==> src/rtl/gin_pkg.sv <==
// Shared GIN/GON bus definitions.
// Default bus geometry and the {enable, tag, value} packet field positions
// used by both the multicast (GIN) and the gather (GON) buses.
package gin_pkg;

  localparam int GIN_MASTER_NUMS = 14;
  localparam int GIN_ID_LEN      = 5;
  localparam int GIN_VALUE_LEN   = 32;

  // Packet layout for the default geometry: {enable, tag, value}
  localparam int ENABLE_BIT = GIN_VALUE_LEN + GIN_ID_LEN;
  localparam int TAG_MSB    = ENABLE_BIT - 1;
  localparam int TAG_LSB    = GIN_VALUE_LEN;
  localparam int VALUE_MSB  = GIN_VALUE_LEN - 1;
  localparam int VALUE_LSB  = 0;

  // Enable-bit position for a non-default geometry.
  function automatic int gin_enable_bit(input int id_len, input int value_len);
    return value_len + id_len;
  endfunction

endpackage

==> src/rtl/gon_rr_arbiter.sv <==
// Round-robin arbiter for the GON gather bus.
// Combinational grant: first requester at or after rr_ptr, wrapping mod N.
// rr_ptr moves to one past the winner only when a grant is made and committed.
//  clk, rst      clock, async active-low reset (rr_ptr -> 0)
//  req[N]        requests
//  en            grant allowed this cycle
//  advance       commit the grant (move rr_ptr)
//  grant[N]      one-hot grant, zero when no grant
//  grant_idx     index of the winning requester
module gon_rr_arbiter #(
  parameter int N = 14,
  localparam int IW = (N > 1) ? $clog2(N) : 1
) (
  input  logic          clk,
  input  logic          rst,
  input  logic [N-1:0]  req,
  input  logic          en,
  input  logic          advance,
  output logic [N-1:0]  grant,
  output logic [IW-1:0] grant_idx
);

  logic [IW-1:0] rr_ptr;
  logic [IW-1:0] cand;
  logic [IW-1:0] nxt_ptr;
  logic          found;

  // (p + o) mod N without relying on N being a power of two
  function automatic logic [IW-1:0] wrap_add(input logic [IW-1:0] p, input int o);
    int t;
    t = int'(p) + o;
    if (t >= N) t = t - N;
    return IW'(t);
  endfunction

  always_comb begin
    found     = 1'b0;
    grant_idx = '0;
    grant     = '0;
    cand      = '0;
    for (int o = 0; o < N; o++) begin
      cand = wrap_add(rr_ptr, o);
      if (!found && req[cand]) begin
        found     = 1'b1;
        grant_idx = cand;
      end
    end
    if (en && found) grant[grant_idx] = 1'b1;
  end

  assign nxt_ptr = (grant_idx == IW'(N - 1)) ? '0 : grant_idx + IW'(1);

  // Idle cycles leave the pointer alone so fairness counts grants, not time.
  always_ff @(posedge clk or negedge rst) begin
    if (!rst)                         rr_ptr <= '0;
    else if (advance && en && found)  rr_ptr <= nxt_ptr;
  end

endmodule

==> src/rtl/gon_gather_bus.sv <==
// GON gather bus: collects results from one row of PEs and forwards one
// tagged word per cycle toward the GON root through a registered
// valid/ready output stage. Each slot's tag comes from a scan-loaded ID.
//  clk, rst              clock, async active-low reset
//  pe_valid/pe_data      per-slot result requests (slot i = [i*VALUE_LEN +: VALUE_LEN])
//  pe_ready              one-hot grant; the granted word is taken this cycle
//  out_enable_tag_value  {enable, tag, value}, enable is the MSB
//  out_ready             downstream accepts the output word
//  set_id/id_scan_in     ID scan shift enable and chain input
//  id_scan_out           chain output (last slot's ID), feeds the next bus
module gon_gather_bus
  import gin_pkg::*;
#(
  parameter int MASTER_NUMS = GIN_MASTER_NUMS,
  parameter int ID_LEN      = GIN_ID_LEN,
  parameter int VALUE_LEN   = GIN_VALUE_LEN,
  parameter int MA_Y        = 0
) (
  input  logic                             clk,
  input  logic                             rst,
  input  logic [MASTER_NUMS-1:0]           pe_valid,
  input  logic [MASTER_NUMS*VALUE_LEN-1:0] pe_data,
  output logic [MASTER_NUMS-1:0]           pe_ready,
  output logic [ID_LEN+VALUE_LEN:0]        out_enable_tag_value,
  input  logic                             out_ready,
  input  logic                             set_id,
  input  logic [ID_LEN-1:0]                id_scan_in,
  output logic [ID_LEN-1:0]                id_scan_out
);

  localparam int EN_BIT = gin_enable_bit(ID_LEN, VALUE_LEN);
  localparam int PKT_W  = EN_BIT + 1;
  localparam int IW     = (MASTER_NUMS > 1) ? $clog2(MASTER_NUMS) : 1;

  logic [MASTER_NUMS-1:0][ID_LEN-1:0]    id_reg;
  logic [MASTER_NUMS-1:0][VALUE_LEN-1:0] pe_words;
  logic [PKT_W-1:0]                      out_q;
  logic [IW-1:0]                         grant_idx;
  logic                                  slot_free;
  logic                                  arb_en;
  logic                                  grant_any;

  assign pe_words = pe_data;

  // Output slot can take a word if empty or being drained this edge.
  // rst in the enable keeps pe_ready low while reset is held.
  assign slot_free = !out_q[EN_BIT] || out_ready;
  assign arb_en    = rst && !set_id && slot_free;

  gon_rr_arbiter #(.N(MASTER_NUMS)) u_arb (
    .clk       (clk),
    .rst       (rst),
    .req       (pe_valid),
    .en        (arb_en),
    .advance   (1'b1),
    .grant     (pe_ready),
    .grant_idx (grant_idx)
  );

  assign grant_any = |pe_ready;

  // ID scan chain: slot 0 is nearest the input, last slot drives the output.
  always_ff @(posedge clk or negedge rst) begin
    if (!rst) begin
      id_reg <= '0;
    end else if (set_id) begin
      id_reg[0] <= id_scan_in;
      for (int i = 1; i < MASTER_NUMS; i++) id_reg[i] <= id_reg[i-1];
    end
  end

  assign id_scan_out = id_reg[MASTER_NUMS-1];

  // Output stage: refill on grant, otherwise drop enable when drained and
  // keep tag/value as they were.
  always_ff @(posedge clk or negedge rst) begin
    if (!rst)               out_q         <= '0;
    else if (grant_any)     out_q         <= {1'b1, id_reg[grant_idx], pe_words[grant_idx]};
    else if (out_ready)     out_q[EN_BIT] <= 1'b0;
  end

  assign out_enable_tag_value = out_q;

  a_onehot_grant: assert property (@(posedge clk) disable iff (!rst) $onehot0(pe_ready))
    else $error("gon_gather_bus row %0d: pe_ready not one-hot", MA_Y);

  a_no_grant_in_scan: assert property (@(posedge clk) disable iff (!rst) !(set_id && grant_any))
    else $error("gon_gather_bus row %0d: grant during ID scan", MA_Y);

endmodule
==> config.mk <==
export PLATFORM = sky130hd
export DESIGN_NAME = gon_gather_bus
export DESIGN_NICKNAME = d
export VERILOG_FILES = /design/src/rtl/gin_pkg.sv /design/src/rtl/gon_rr_arbiter.sv /design/src/rtl/gon_gather_bus.sv
export SDC_FILE = /design/constraint.sdc
export NUM_CORES = 1
export LEC_CHECK = 0
export ABC_AREA = 1
export CAP_MARGIN = 10
export CORE_ASPECT_RATIO = 0.6
export CORE_MARGIN = 4
export CORE_UTILIZATION = 25
export DETAILED_ROUTE_END_ITERATION = 16
export HOLD_SLACK_MARGIN = 0.02
export PLACE_DENSITY = 0.63
export SLEW_MARGIN = 20
export SYNTH_ARGS = -nofsm -noshare
export SYNTH_HDL_FRONTEND = slang
export SYNTH_SLANG_ARGS = --single-unit
==> constraint.sdc <==
create_clock -name clk -period 6.2 [get_ports clk]
set_input_delay 1.55 -clock clk [delete_from_list [all_inputs] [get_ports clk]]
set_output_delay 1.55 -clock clk [all_outputs]
set_load 0.005 [all_outputs]
==> results.json <==
{
  "insertion_delay_ps": 390,
  "portBuffers": 527,
  "routabilityCongestion": 0.9922,
  "fp-row-count": 65,
  "final.fill_count": 5761,
  "regArea_sq_um": 2805,
  "grt_max_degree": 133,
  "grt.met3_usage_pct": 7.254,
  "r2r_end": "out_enable_tag_value[6]",
  "grt_remaining_overflow": 0,
  "drv_slew": 0,
  "pre_cts_slack_ps": -495.1,
  "post-dp-hpwl_microns": 56270,
  "drt-vias-per-instance": 4.875,
  "htreeDepth": 3,
  "fin_skew_ps": 22.90,
  "die_w_microns": 306.6,
  "grtUsageMet1_pct": 37.27,
  "multi_input_area_sq_um": 9419,
  "synth_edf_count": 0,
  "path_max_fanout": 5,
  "max_freq_mhz": 165.8,
  "syn_avg_cell_area_sq_um": 5.510,
  "slew_headroom_pct": 38.48,
  "status": "finished, final reports clean",
  "synthTopCellsByArea": "nand2_1 (31%), dfrtp_1 (21%), nand3_1 (15%), nor2_1 (5.8%), inv_1 (3.7%)",
  "finalSetupViolCount": 0,
  "drive_gt1_share_pct": 11.27,
  "min_period_over_period_pct": 97.27,
  "cts_buffers": 9,
  "start_kind": "input pin",
  "yosysMostFrequentCell": "nand2_1",
  "die_h_microns": 187.1,
  "synth-seq-cells": 112,
  "clock-root-buffer": "clkbuf_16",
  "drtIter0Drc": 1878,
  "rrSetupSlack_ps": 300,
  "num_vias": 17920,
  "tritoncts": "yes",
  "cts_buffer_depth": 2,
  "first_pass_iters": 6,
  "synth.cell_area_sq_um": 13370,
  "areaGrowthSynthToFinish_pct": 54.05,
  "holdPathStages": 2,
  "hold_path_end": "id_reg[48]",
  "hp-start": "id_reg[43]",
  "yosysUniqueCellTypes": 49,
  "post_drt_wl_per_cell_microns": 19.86,
  "r2r_cells": 29,
  "io_pins": 528,
  "worstMarginPinSlew_ps": 922.8,
  "path_clk_slew_ps": 100,
  "crit_arrival_ps": 4480,
  "grt_usage_pct": 23.93,
  "path_buf_inv": 6,
  "core_sq_um": 52700,
  "path_class": "input pin to primary output",
  "synthCells": 2427,
  "synth_common_cells": "nand2_1 (1092), nand3_1 (397), nor2_1 (205)",
  "postLayoutSetupSlackWorst_ps": 169.4,
  "endpoint_kind": "primary output",
  "ant_nets": 0,
  "fin_nets": 3462,
  "synth_flop_cell": "dfrtp_1",
  "met2_usage_pct": 32.57,
  "crit_family": "simple AND/OR/NAND/NOR gates",
  "r2r_start": "u_arb.rr_ptr[3]",
  "cts.sinks": 112,
  "ys_seq_area_share_pct": 20.96,
  "start_util_pct": 25.37,
  "grt_pass1_wl_microns": 104000,
  "hold_class": "flip-flop to flip-flop",
  "antenna_found_initial": 7,
  "largest_reg_flops": 65,
  "max_cap_viol_count": 0,
  "crit_chain": "clkdlybuf4s50_1 > inv_1 > o21ai_4 > nand3_2 > nand3_2 > nand2_4 > nand4_4 > nor2_4 > buf_4 > nand2_1 > nor2_1 > nor2_1 > nand3_1 > nor2_1 > nand3_1 > nor2_2 > nand4_1 > buf_4 > nor2_4 > inv_2 > nor2_2 > clkdlybuf4s15_1",
  "critPathMaxStageDelay_ps": 480,
  "design.die.area_sq_um": 57370,
  "synth_top_cell_by_area": "nand2_1",
  "hold_violations": 0,
  "yosysWarnings": 0,
  "cpMostUsedCell": "nor2_1",
  "crit_start": "pe_valid[12]",
  "cp_slowest_cell": "clkdlybuf4s50_1",
  "grt_busiest_layer": "met1",
  "postSynth.asyncResetShare_pct": 100.0,
  "routed_wl_microns": 72990,
  "syn-num-nets": 2922,
  "cts_hold_buf": 0,
  "min_period_ps": 6031,
  "cp.required_ps": 4650,
  "synth_top_area_share_pct": 30.65,
  "drc": 0,
  "grt_pass1_vias": 15520
}
cells by family after synthesis:
kind of cell	count (synthesis)	share of synthesized area [%]
flip-flops	112	20.96
XOR/XNOR	10	0.8235
buffers and inverters	307	11.58
multiplexers	10	0.8422
AO/OA/AOI/OAI	183	7.551
adder cells (fa/ha/maj)	24	2.302
AND/OR/NAND/NOR	1781	55.94
metal layers:
metal,vias to the layer above,part of all wire (%)
met2,816,40
met3,90,11
met4,6,1.5
met5,-,0.053
li1,8848,-
met1,8159,48
cells in the final DEF, fill, tap and decap left out, drive strengths merged, types with 2 or more instances in the layout:
cell type / Yosys / final
ha: 23 / 23
dlymetal6s2s: 0 / 13
nand3: 402 / 402
nor3: 7 / 7
mux2: 10 / 10
or2: 4 / 4
clkdlybuf4s50: 0 / 498
nand4: 49 / 49
a31oi: 6 / 6
o21ai: 98 / 98
clkinv: 1 / 2
a21oi: 52 / 52
xnor2: 2 / 2
nor3b: 2 / 2
o211ai: 18 / 18
nor2: 211 / 211
dfrtp: 112 / 112
inv: 145 / 151
o21a: 2 / 2
xor2: 8 / 8
clkbuf: 31 / 19
clkdlybuf4s15: 0 / 2
nand3b: 4 / 4
nand2: 1102 / 1102
buf: 130 / 167
worst max path at each step:
| stage | endpoint | slack (ps) | cells past startpoint |
|---|---|---|---|
| after global routing | pe_ready[3] | -30 | 30 |
| after detailed placement | pe_ready[2] | -500 | 21 |
| after global placement | pe_ready[7] | -480 | 22 |
| after CTS | pe_ready[6] | -3 | 23 |
| final | pe_ready[1] | 170 | 22 |
| after floorplan | pe_ready[10] | 510 | 28 |
worst register-to-register path: cells and delay by family (launching register included):
| family | cells | cell delay, ps |
|---|---|---|
| buf+inv | 7 | 1940 |
| flops | 1 | 570 |
| compound gates | 2 | 390 |
| fa+ha+maj | 1 | 360 |
| simple gates | 19 | 2570 |
area by class of cell:
class / instances / share of cell area, %
clock inverter: 7 / 0.4556
clock buffer: 9 / 1.093
inverter: 146 / 2.697
tap: 703 / 4.270
multi-input combinational: 2008 / 45.73
timing repair buffer: 690 / 32.13
sequential: 112 / 13.62
antenna: 1 / 0.01215
through the flow:
stage	area [sq um]	utilization, %	instances	setup TNS, ps	hold slack [ps]
finish	20600	39.09	3676	0	511.3
floorplan	13370	-	2427	0	467.8
CTS	20240	38.40	3661	-8.507	514.9
global route	20600	39.08	3675	-97.44	538.6
detailed placement	19740	37.45	3633	-10090	496.6
global placement	19740	37.45	3633	-9151	488.4
what timing repair did:
item	4_1_cts	5_1_grt
pin swaps	19	47
resized for setup	57	117
endpoints found under the setup margin	14	34
setup buffers	13	14
Power is left out: the tool's default activity adds up to more than one toggle a clock period on the data nets, which glitch-free logic cannot reach.
